`src/rtl/vga_screen_sel_if.sv`:
```
// vga_screen_sel_if: source/pin bundle for the frame-synchronous VGA source selector.
// master drives the source side (requests, per-source syncs and colour); slave is the selector.
interface vga_screen_sel_if #(
  parameter int unsigned N_SRC   = 3,
  parameter int unsigned COLOR_W = 4
);
  localparam int unsigned AW = (N_SRC > 1) ? $clog2(N_SRC) : 1;

  logic [N_SRC-1:0]           req;
  logic [N_SRC-1:0]           src_hsync;
  logic [N_SRC-1:0]           src_vsync;
  logic [N_SRC*3*COLOR_W-1:0] src_rgb;
  logic                       hsync;
  logic                       vsync;
  logic [COLOR_W-1:0]         red;
  logic [COLOR_W-1:0]         green;
  logic [COLOR_W-1:0]         blue;
  logic [AW-1:0]              active_src;
  logic                       switching;

  modport master (
    output req, src_hsync, src_vsync, src_rgb,
    input  hsync, vsync, red, green, blue, active_src, switching
  );

  modport slave (
    input  req, src_hsync, src_vsync, src_rgb,
    output hsync, vsync, red, green, blue, active_src, switching
  );
endinterface

```
`src/rtl/vga_screen_sel.sv`:
```
// vga_screen_sel: forwards one of N_SRC VGA generators to the pins, switching only on a vsync
// falling edge of the shown source and then inserting BLANK_FRAMES black frames.
// Optional macro VGA_SCREEN_SEL_STICKY_EN: once a non-zero source is active, lower-index
// requests and request deassertion are ignored until clr.
module vga_screen_sel #(
  parameter int unsigned N_SRC        = 3,
  parameter int unsigned COLOR_W      = 4,
  parameter int unsigned BLANK_FRAMES = 2
) (
  input logic             clk,
  input logic             clr,
  vga_screen_sel_if.slave bus
);
  localparam int unsigned AW    = (N_SRC > 1) ? $clog2(N_SRC) : 1;
  localparam int unsigned RGB_W = 3 * COLOR_W;

  typedef enum logic {StShow, StBlank} state_e;

  state_e           r_state;
  logic [3:0]       r_cnt;
  logic             r_vs_prev;
  logic [AW-1:0]    r_active;
  logic             r_switching;
  logic             r_hsync;
  logic             r_vsync;
  logic [RGB_W-1:0] r_rgb;

  logic [AW-1:0]    w_enc;
  logic [AW-1:0]    w_target;
  logic             w_vs_cur;
  logic             w_boundary;
  logic             w_retarget;

  // Priority encode of the request levels: highest set index wins, else source 0.
  always_comb begin
    w_enc = '0;
    for (int i = 1; i < int'(N_SRC); i++) begin
      if (bus.req[i]) w_enc = AW'(i);
    end
  end

`ifdef VGA_SCREEN_SEL_STICKY_EN
  // Latch a non-default screen: only a higher-index request may take over.
  always_comb begin
    w_target = w_enc;
    if ((r_active != '0) && (w_enc < r_active)) w_target = r_active;
  end
`else
  assign w_target = w_enc;
`endif

  assign w_vs_cur   = bus.src_vsync[r_active];
  assign w_boundary = r_vs_prev & ~w_vs_cur;
  assign w_retarget = w_boundary && (w_target != r_active);

  // Output register stage plus switch/blank sequencing.
  always_ff @(posedge clk or posedge clr) begin
    if (clr) begin
      r_state     <= StShow;
      r_cnt       <= 4'd0;
      r_vs_prev   <= 1'b1;
      r_active    <= '0;
      r_switching <= 1'b0;
      r_hsync     <= 1'b1;
      r_vsync     <= 1'b1;
      r_rgb       <= '0;
    end else begin
      // Sync and colour share one stage so they stay aligned.
      r_hsync   <= bus.src_hsync[r_active];
      r_vsync   <= w_vs_cur;
      r_rgb     <= (r_state == StBlank) ? '0 : bus.src_rgb[int'(r_active)*RGB_W +: RGB_W];
      r_vs_prev <= w_vs_cur;
      if (w_retarget) begin
        r_active  <= w_target;
        // Seed edge history from the new source so its current vsync level is not an edge.
        r_vs_prev <= bus.src_vsync[w_target];
        if (BLANK_FRAMES > 0) begin
          r_state     <= StBlank;
          r_switching <= 1'b1;
          r_cnt       <= 4'(BLANK_FRAMES);
        end
      end else if (w_boundary && (r_state == StBlank)) begin
        if (r_cnt <= 4'd1) begin
          r_cnt       <= 4'd0;
          r_state     <= StShow;
          r_switching <= 1'b0;
        end else begin
          r_cnt <= r_cnt - 4'd1;
        end
      end
    end
  end

  assign bus.hsync      = r_hsync;
  assign bus.vsync      = r_vsync;
  assign bus.red        = r_rgb[RGB_W-1 -: COLOR_W];
  assign bus.green      = r_rgb[2*COLOR_W-1 -: COLOR_W];
  assign bus.blue       = r_rgb[COLOR_W-1:0];
  assign bus.active_src = r_active;
  assign bus.switching  = r_switching;
endmodule
```
`src/flat_wrapper.sv`:
```
// flat-port wrapper written by rule: the top's interface ports become plain ports
module vga_screen_sel_flat 
#(
  parameter int unsigned N_SRC        = 3,
  parameter int unsigned COLOR_W      = 4,
  parameter int unsigned BLANK_FRAMES = 2
)
  (clk, clr, bus_req, bus_src_hsync, bus_src_vsync, bus_src_rgb, bus_hsync, bus_vsync, bus_red, bus_green, bus_blue, bus_active_src, bus_switching);
  vga_screen_sel_if #(.N_SRC(N_SRC), .COLOR_W(COLOR_W)) bus_i ();
  input logic clk;
  input logic clr;
  input wire logic [$bits(bus_i.req)-1:0] bus_req;
  input wire logic [$bits(bus_i.src_hsync)-1:0] bus_src_hsync;
  input wire logic [$bits(bus_i.src_vsync)-1:0] bus_src_vsync;
  input wire logic [$bits(bus_i.src_rgb)-1:0] bus_src_rgb;
  output wire logic [$bits(bus_i.hsync)-1:0] bus_hsync;
  output wire logic [$bits(bus_i.vsync)-1:0] bus_vsync;
  output wire logic [$bits(bus_i.red)-1:0] bus_red;
  output wire logic [$bits(bus_i.green)-1:0] bus_green;
  output wire logic [$bits(bus_i.blue)-1:0] bus_blue;
  output wire logic [$bits(bus_i.active_src)-1:0] bus_active_src;
  output wire logic [$bits(bus_i.switching)-1:0] bus_switching;
  assign bus_i.req = bus_req;
  assign bus_i.src_hsync = bus_src_hsync;
  assign bus_i.src_vsync = bus_src_vsync;
  assign bus_i.src_rgb = bus_src_rgb;
  assign bus_hsync = bus_i.hsync;
  assign bus_vsync = bus_i.vsync;
  assign bus_red = bus_i.red;
  assign bus_green = bus_i.green;
  assign bus_blue = bus_i.blue;
  assign bus_active_src = bus_i.active_src;
  assign bus_switching = bus_i.switching;
  vga_screen_sel #(.N_SRC(N_SRC), .COLOR_W(COLOR_W), .BLANK_FRAMES(BLANK_FRAMES)) u_core (.clk(clk), .clr(clr), .bus(bus_i));
endmodule
```
`config.mk`:
```
export PLATFORM = sky130hd
export DESIGN_NAME = vga_screen_sel_flat
export DESIGN_NICKNAME = d
export VERILOG_FILES = /design/src/rtl/vga_screen_sel_if.sv /design/src/rtl/vga_screen_sel.sv /design/src/flat_wrapper.sv
export SDC_FILE = /design/constraint.sdc
export NUM_CORES = 1
export LEC_CHECK = 0
export BUFFER_PORTS_ARGS = -buffer_cell sky130_fd_sc_hd__buf_2
export CORE_ASPECT_RATIO = 1.75
export CORE_UTILIZATION = 40
export CTS_CLUSTER_DIAMETER = 80
export DETAILED_ROUTE_END_ITERATION = 6
export HOLD_SLACK_MARGIN = 0.05
export MAX_ROUTING_LAYER = met4
export PLACE_DENSITY_LB_ADDON = 0.2
export SYNTH_ARGS = -nofsm -noshare
export SYNTH_HDL_FRONTEND = slang
export SYNTH_SLANG_ARGS = --single-unit
```
`constraint.sdc`:
```
create_clock -name clk -period 1.39 [get_ports clk]
set_clock_uncertainty 0.05 [all_clocks]
set_input_delay 0.278 -clock clk [delete_from_list [all_inputs] [get_ports clk]]
set_output_delay 0.278 -clock clk [all_outputs]
set_load 0.02 [all_outputs]
```
Word level (Yosys, flattened, before mapping)
Cells that the tools add are included. W data, S select, Z words.

Add/subtract/negate cells: 1. Multipliers: 1. $lt $le $gt $ge: 3. Equality and inequality tests: 1. Shifts and indexed selects: 1. Muxes and demuxes: 16. Bitwise gates (word level): 2. Reduce and logical (&&, ||, !) cells: 5.

Operators with widths (count): $shiftx A36 B7 Y12 (1); $mux W12 (1); $mux W4 (3); $mux W1 (8); $bmux W1 S2 (3); $lt A2 B3 Y1 const B (2); $le A4 B1 Y1 const B (1); $mul A2 B2 Y4 const B (1); $reduce_bool A2 Y1 (2); $sub A4 B1 Y4 const B (1); $logic_and A1 B1 Y1 (2); $mux W2 (1); $ne A2 B2 Y1 (1); $reduce_and A2 Y1 (1); $and A1 B1 Y1 (1); $not A1 Y1 (1).

Register bits: 22. Input port bits: 47. Output and inout bits: 17.

Longest topological paths before layout
Gate-level depths: netlist of run 1.

Depth after elaboration: 7. Gate-level depth with buffers: 6.

Worst setup path after synthesis of run 1
No wires, ideal clock.

Path kind: register -> register. From: register u_core.r_active[1] (netlist: u_core.bus.active_src[1]). To: register u_core.r_cnt[0]. Library setup time: 122 ps. Arrival time: 1436 ps. Data required time: 1218 ps. Path slack: -217 ps. Cell stages (with the launch flop): 6. Buffers on the path: 1. Path through: dfrtp_1 -> buf_6 -> mux2i_1 -> o211ai_2 -> o21bai_1 -> a32o_1.

Longest elaborated chain between the ends: 6.

RTL lines: start, declared (RTL line vga_screen_sel.sv:22) `logic [AW-1:0] r_active;`; start signal, assigned (RTL line vga_screen_sel.sv:74) `r_active <= w_target;`; $bmux W1 S2 (RTL line vga_screen_sel.sv:52) `assign w_vs_cur = bus.src_vsync[r_active];`; $mux W1 (not written as such) (RTL line vga_screen_sel.sv:52); $not A1 Y1 (RTL line vga_screen_sel.sv:53) `assign w_boundary = r_vs_prev & ~w_vs_cur;`; $and A1 B1 Y1 (RTL line vga_screen_sel.sv:53); $logic_and A1 B1 Y1, on equally long branches (RTL line vga_screen_sel.sv:54, vga_screen_sel.sv:82); $mux W4 / $reduce_bool A2 Y1 (equally long branches); end signal, assigned (RTL line vga_screen_sel.sv:80) `r_cnt <= 4'(BLANK_FRAMES);`; end signal, assigned (RTL line vga_screen_sel.sv:88) `r_cnt <= r_cnt - 4'd1;`; end, declared (RTL line vga_screen_sel.sv:20) `logic [3:0] r_cnt;`.

Several ways; a longest one is shown, not always the timed one. The select of a mux whose other input is x is not followed. A chain may end at the register's enable or synchronous reset.

Worst setup path after layout of run 1
Same ends and word-level chain as after synthesis.

==> results of run 1 <==
-- path summary, 6_finish.rpt --
check                                    startpoint                    to  slack [ps]  cells past startpoint
max                        u_core.bus.active_src[1]       u_core.r_cnt[0]        -160                      5
min                                bus_src_hsync[1]      u_core.bus.hsync         180                      3
max reg2reg                u_core.bus.active_src[1]       u_core.r_cnt[0]        -160                      5
min reg2reg                         u_core.r_cnt[3]       u_core.r_cnt[3]         500                      1
max in group asynchronous                       clr      u_core.bus.hsync         470                      4
min in group asynchronous                       clr  u_core.bus.switching         540                      4
-- tightest hold or removal path, delay by kind of cell --
family | cells | cell delay (ps)
AND/OR/NAND/NOR | 1 | 40
AO/OA/AOI/OAI | 1 | 70
buffers and inverters | 1 | 100
-- synthesized netlist by cell type --
library cell | instances | share of area, %
dfrtp_1 | 19 | 40
nor2b_2 | 1 | 0.73
ha_1 | 2 | 2.1
a31o_1 | 2 | 1.5
nor2_2 | 1 | 0.52
nor2_1 | 26 | 8.2
and3b_1 | 1 | 0.73
a32o_1 | 2 | 1.7
a311oi_4 | 1 | 2.2
mux2i_1 | 15 | 13
nand2b_1 | 1 | 0.52
o211ai_2 | 1 | 1.0
o21ai_1 | 1 | 0.42
clkbuf_1 | 3 | 0.94
o21bai_1 | 2 | 1.3
dfstp_2 | 3 | 6.6
nand3b_1 | 1 | 0.63
nand2_1 | 7 | 2.2
o21ai_0 | 7 | 2.9
nor4_2 | 1 | 1.0
nor3b_1 | 1 | 0.63
inv_1 | 5 | 1.6
buf_6 | 2 | 1.9
a21oi_1 | 12 | 5.0
buf_2 | 2 | 0.84
a32oi_1 | 1 | 0.73
o2bb2ai_1 | 1 | 0.73
nor2b_1 | 2 | 1.0
-- power groups by stage --
stage | combinational [mW] | sequential, mW | clock [mW]
5_1_grt | 1.95 | 1.02 | 0.500
2_1_floorplan | 0.972 | 1.13 | 0
3_3_place_gp | 1.54 | 0.996 | 0
3_5_place_dp | 1.60 | 1.00 | 0
4_1_cts | 1.70 | 0.994 | 0.465
6_report | 1.76 | 1.00 | 0.453
-- cells by family (layout without fill, tap and decap cells) --
| kind of cell | after synthesis | count (layout) |
|---|---|---|
| AND/OR/NAND/NOR | 42 | 42 |
| AO/OA/AOI/OAI | 30 | 30 |
| flip-flops | 22 | 22 |
| multiplexers | 15 | 15 |
| buffers and inverters | 12 | 88 |
| adder cells (fa/ha/maj) | 2 | 2 |
-- flip-flops by register name, summed over array words and instances (netlist names) --
| signal | cells |
|---|---|
| u_core.bus.vsync | 1 |
| u_core.bus.active_src | 2 |
| u_core.r_rgb | 12 |
| u_core.bus.switching | 1 |
| u_core.r_vs_prev | 1 |
| u_core.r_cnt | 4 |
| u_core.bus.hsync | 1 |
-- area by class of cell --
class                   instances  share of cell area [%]
flip-flops and latches         22                    32.3
well taps                      27                    1.96
inverters                       5                    1.09
multi-input cells              89                    35.2
clock buffers                   4                    3.20
repair buffers                 79                    26.2
-- routing by layer --
| metal | track usage, % | wire length (µm) | vias up |
|---|---|---|---|
| li1 | - | - | 579 |
| met1 | 23.3 | 1050 | 564 |
| met2 | 38.6 | 1660 | 62 |
| met3 | 2.18 | 166 | 8 |
| met4 | 8.42 | 57 | 0 |
| met5 | - | 0 | - |
-- timing repair --
item / CTS / global route
hold buffers: 1 / 0
setup buffers: 2 / 3
pin swaps: 7 / 1
endpoints found under the hold margin: 19 / 0
resized for setup: 4 / 3
endpoints found under the setup margin: 9 / 17
-- stage by stage --
stage | std cells | total power, mW | TNS, ps | area, µm²
after floorplan | 123 | 2.10 | -635 | 1200
after global placement | 217 | 2.54 | -447 | 1590
after detailed placement | 217 | 2.60 | -607 | 1590
after CTS | 224 | 3.16 | -458 | 1690
after global routing | 226 | 3.48 | -1410 | 1720
final | 226 | 3.21 | -853 | 1720
==> summary.md, run 1 <==
| Metric | Value |
|---|---|
| Synth Area per Inst | `9.71 µm²` |
| Initial Utilization | `43.4%` |
| Complex-gate fraction of the synthesized area | `17.5%` |
| Post-Syn Area | `1190 µm²` |
| Initial antenna violation count | `0` |
| Simple-Gate Fraction of Synth Area | `16.2%` |
| Num rows | `25` |
| First-pass GRT wire length | `5090 µm` |
| Adder-cell area share of the yosys netlist | `2.09%` |
| Commonest non-fill, non-tap cell in the layout | `buf_2` |
| Critical path's top delay family | `compound AO/OA/AOI/OAI gates` |
| Root Driver | `clkbuf_8` |
| Violated checks | `setup timing` |
| F_max | `644 MHz` |
| Routed WL | `2930 µm` |
| Io pins | `64` |
| Cells after Synth | `123` |
| Pleak | `0.914 nW` |
| Vias in the first global route | `1255` |
| Area of the multi-input gates | `606 µm²` |
| Core area | `2750 µm²` |
| Crit-path slowest cell | `dfrtp_2` |
| Die Ht | `74.3 µm` |
| Diode count | `0` |
| Crit-path max FO | `5` |
| Routed WL per cell | `13.0 µm` |
| Register area | `557 µm²` |
| Clock Path Buffers | `2` |
| Final core utilization | `62.5%` |
| Place WS | `-160 ps` |
| Switch share | `39.9%` |
| Antenna violation net count after detailed routing | `0` |
| Chip width | `43.3 µm` |
| DR pass1 iterations | `4` |
| Clock sinks | `22` |
| Fill count | `250` |
| H-tree levels | `1` |
| Slew @ Worst Pin | `320 ps` |
| Critical path startpoint category | `register` |
| Proportion of layout cells with a drive suffix above 1 | `46.2%` |
| Kind of end point of the critical path | `register` |
| Fin nets | `249` |
| Largest net degree at the start of global routing | `23` |
| Crit path setup slack, layout | `-162 ps` |
| Crit Path Category | `register to register` |
| CTS tree | `done` |
| DRC | `0` |
| Logic gate share of total power | `54.7%` |
| Die ar. | `3220 µm²` |
| Final number of hold-violating endpoints | `0` |
| Post-synthesis xor/xnor area fraction | `0%` |
| YS warnings | `0` |
| Count of cell types in the netlist | `28` |
| Syn nets | `172` |
| Most frequent cells in the layout | `buf_2, nor2_1, dfrtp_1` |
| RSZ-0062 raised after global routing | `yes` |
| WHS | `180 ps` |
| Switching Power | `1.28 mW` |
| CP peak stage delay | `460 ps` |
| Max-slew violations | `0` |
| Max IR drop VDD | `0.931 mV` |
| Final worst path period need | `1550 ps` |
| Worst-path clk slew | `80 ps` |
| Pwr dens | `1860 nW/µm²` |
| Synthesized flop and latch total | `22` |
| Total track usage | `21.3%` |
| 1st-iter DRT viols | `36` |
| Worst Hold Class | `primary input to register` |
| Status | `finished, violations left` |
| Sequential fraction of the synthesis area | `46.4%` |
| Int Power | `1.93 mW` |
| Flop pwr share | `31.2%` |
| Crit path DAT | `1650 ps` |
| Synth-to-Final Area Change | `44.1%` |
| GP Congestion | `0.791` |
| Final setup violation count | `9` |
| Placed wire-length estimate | `2330 µm` |
| CP required | `1490 ps` |
| PortBufs | `62` |
| Via count | `1213` |
| GRT Residual Overflow | `0` |
| Total CTS buffers | `3` |
| Mux share of post-synthesis cell area | `12.6%` |
| Vias per cell | `5.37` |
| Maxcap violations | `0` |
| Clk network pwr share | `14.1%` |
| Clk_lat worst skew | `260 ps` |
| Critical Path, Cell by Cell | `and3b_1, a311oi_4, buf_4, nor2_4, a32o_1` |
| Slew HR | `78.1%` |
| Largest family of logic cells by synthesized area | `compound AO/OA/AOI/OAI gates` |
| Crit share post-route | `112%` |
| Buffers & Inverters on Critical Path | `1` |
Note: power is estimated with default switching activity, not from simulation.
==> run 2, diff against run 1 <==
--- a/config.mk
+++ b/config.mk
@@ -7,6 +7,7 @@
 export LEC_CHECK = 0
 export BUFFER_PORTS_ARGS = -buffer_cell sky130_fd_sc_hd__buf_2
 export CORE_ASPECT_RATIO = 1.75
+export CORE_MARGIN = 2
 export CORE_UTILIZATION = 40
 export CTS_CLUSTER_DIAMETER = 80
 export DETAILED_ROUTE_END_ITERATION = 6
==> run 2 against run 1 <==
Compared with the run above:
- global-route usage decreased by 1.1 points
- critical endpoint is now u_core.r_cnt[3]
- worst setup slack improved by 19 ps
- sequential power about the same
- critical path depth unchanged
- design area increased by 2.6%
- wire length increased by 7.1%
- the flow still finishes with violations (setup timing)
- highest routed layer unchanged
==> summary.md, run 2 (synthesized netlist as in run 1, its figures left out) <==
| Metric | Value |
|---|---|
| Diode count | `0 (unchanged)` |
| Crit path DAT | `1640 ps (about the same)` |
| Initial Utilization | `41.3% (-2.1 points)` |
| Sum Neg Setup Slack | `-800 ps (+52.9 ps)` |
| Crit share post-route | `110% (-1.4 points)` |
| GP Congestion | `0.776 (-2.0%)` |
| Largest net degree at the start of global routing | `23 (unchanged)` |
| Largest Register | `u_core.r_rgb` |
| Maxcap violations | `0 (unchanged)` |
| Crit-path slowest cell | `dfrtp_2` |
| Synth-to-Final Area Change | `47.9%` |
| Crit-path max FO | `7 (+2)` |
| Antenna violation net count after detailed routing | `0 (unchanged)` |
| 1st-iter DRT viols | `15 (-58%)` |
| Max-slew violations | `0 (unchanged)` |
| CP required | `1490 ps (about the same)` |
| Worst-path clk slew | `70 ps (about the same)` |
| Tot Pwr | `3.37 mW (+4.9%)` |
| Commonest non-fill, non-tap cell in the layout | `buf_2` |
| Kind of end point of the critical path | `register` |
| Proportion of layout cells with a drive suffix above 1 | `47.2% (+1.0 points)` |
| Core area | `2900 µm² (+5.2%)` |
| Clock sinks | `22 (unchanged)` |
| Clk_lat worst skew | `260 ps (about the same)` |
| Max reg flops | `12 (unchanged)` |
| Placed wire-length estimate | `2360 µm (+1.4%)` |
| Max IR drop VDD | `1.17 mV (+25%)` |
| Num rows | `26 (+4.0%)` |
| Fin nets | `249 (unchanged)` |
| Die ar. | `3460 µm² (+7.4%)` |
| Slew @ Worst Pin | `275 ps (-44.9 ps)` |
| First-pass GRT wire length | `5070 µm (-0.41%)` |
| Critical Path, Cell by Cell | `and3b_1, a311oi_4, buf_6, o21bai_1, a32o_1` |
| Vias per cell | `5.15 (-4.0%)` |
| Clock Path Buffers | `2 (unchanged)` |
| Routed WL per cell | `13.8 µm (+6.6%)` |
| Buffers & Inverters on Critical Path | `1 (unchanged)` |
| F_max | `652 MHz (+1.3%)` |
| Final setup violation count | `19 (+10)` |
| DR pass1 iterations | `4 (unchanged)` |
| Total track usage | `20.2% (-1.1 points)` |
| Final number of hold-violating endpoints | `0 (unchanged)` |
| Io pins | `64 (unchanged)` |
| Total CTS buffers | `3 (unchanged)` |
| Critical path's top delay family | `compound AO/OA/AOI/OAI gates` |
| Pleak | `0.924 nW (+1.2%)` |
| Worst Hold Class | `primary input to register` |
| CTS tree | `done` |
| Chip width | `45.3 µm (+4.6%)` |
| Violated checks | `setup timing` |
| Routed WL | `3140 µm (+7.1%)` |
| Placed instance count | `217 (unchanged)` |
| Non-filler cells, final | `227 (+0.44%)` |
| Critical path startpoint category | `register` |
| CP peak stage delay | `470 ps (about the same)` |
| GRT Residual Overflow | `0 (unchanged)` |
| Via count | `1170 (-3.5%)` |
| Status | `finished, violations left` |
| WHS | `161 ps (-19.2 ps)` |
| Vias in the first global route | `1196 (-4.7%)` |
| RSZ-0062 raised after global routing | `yes` |
| PortBufs | `62 (unchanged)` |
| Initial antenna violation count | `0 (unchanged)` |
| Crit path setup slack, layout | `-143 ps (+19.4 ps)` |
| Root Driver | `clkbuf_8` |
| Die Ht | `76.3 µm (+2.7%)` |
| Slew HR | `81.3% (+3.2 points)` |
| H-tree levels | `1 (unchanged)` |
| Most frequent cells in the layout | `buf_2, nor2_1, dfrtp_1` |
| Pwr dens | `1910 nW/µm² (+2.2%)` |
| Final worst path period need | `1530 ps (-19.4 ps)` |
| DRC | `0 (unchanged)` |
| Crit Path Category | `register to register` |
## run 2: cell count changes in the layout (fill, tap and decap cells not counted), sizes merged
cell,before,now
buf,78,77
clkbuf,4,5
## run 2: power by group
group	leakage (nW)	internal, mW	total, mW	switching, mW
sequential	0.279	0.864	1.01	0.142
combinational	0.616	0.922	1.91	0.987
clock	0.0288	0.252	0.451	0.199
## run 2: layer usage
layer	track usage [%]	part of all wire [%]
met4	6.18	1.3
met2	36.9	56
met3	3.08	6.0
met5	-	0
met1	20.6	37
## run 2: per-stage QoR
step / setup slack, ps / utilization [%] / cell area [µm²]
after global placement: -140 / 54.6 / 1580
final: -143 / 61.0 / 1770
after floorplan: -165 / - / 1200
after detailed placement: -213 / 54.6 / 1580
after global routing: -195 / 61.0 / 1770
after CTS: -130 / 58.9 / 1710
## run 2: what timing repair did
item                       CTS  global route
hold buffers                 1             0
hold endpoints to repair    19             0
buffers inserted             3             1
gates cloned                 0             1
pin swaps                    3             0
gates resized for setup      7             8
setup endpoints to repair    9            20
## run 2: final timing paths
path | startpoint | endpoint | slack [ps] | cells past startpoint
max | u_core.bus.active_src[1] | u_core.r_cnt[3] | -140 | 5
max in group asynchronous | clr | u_core.r_vs_prev | 460 | 4
min reg2reg | u_core.r_cnt[3] | u_core.r_cnt[3] | 500 | 1
min in group asynchronous | clr | u_core.r_cnt[2] | 550 | 4
max reg2reg | u_core.bus.active_src[1] | u_core.r_cnt[3] | -140 | 5
min | bus_src_hsync[1] | u_core.bus.hsync | 160 | 3
## run 2: worst min-delay path, cell delays in order
cell and delay [ps]:
buf_2 100, nand2_1 40, o21ai_1 50
## run 2: cell type report
cell class                      instances  area (µm²)
Tap cell                               28        35.0
Multi-Input combinational cell         89         608
Sequential cell                        22         557
Timing Repair Buffer                   79         493
Clock buffer                            4        55.1
Fill cell                             252        1130
Inverter                                5        18.8
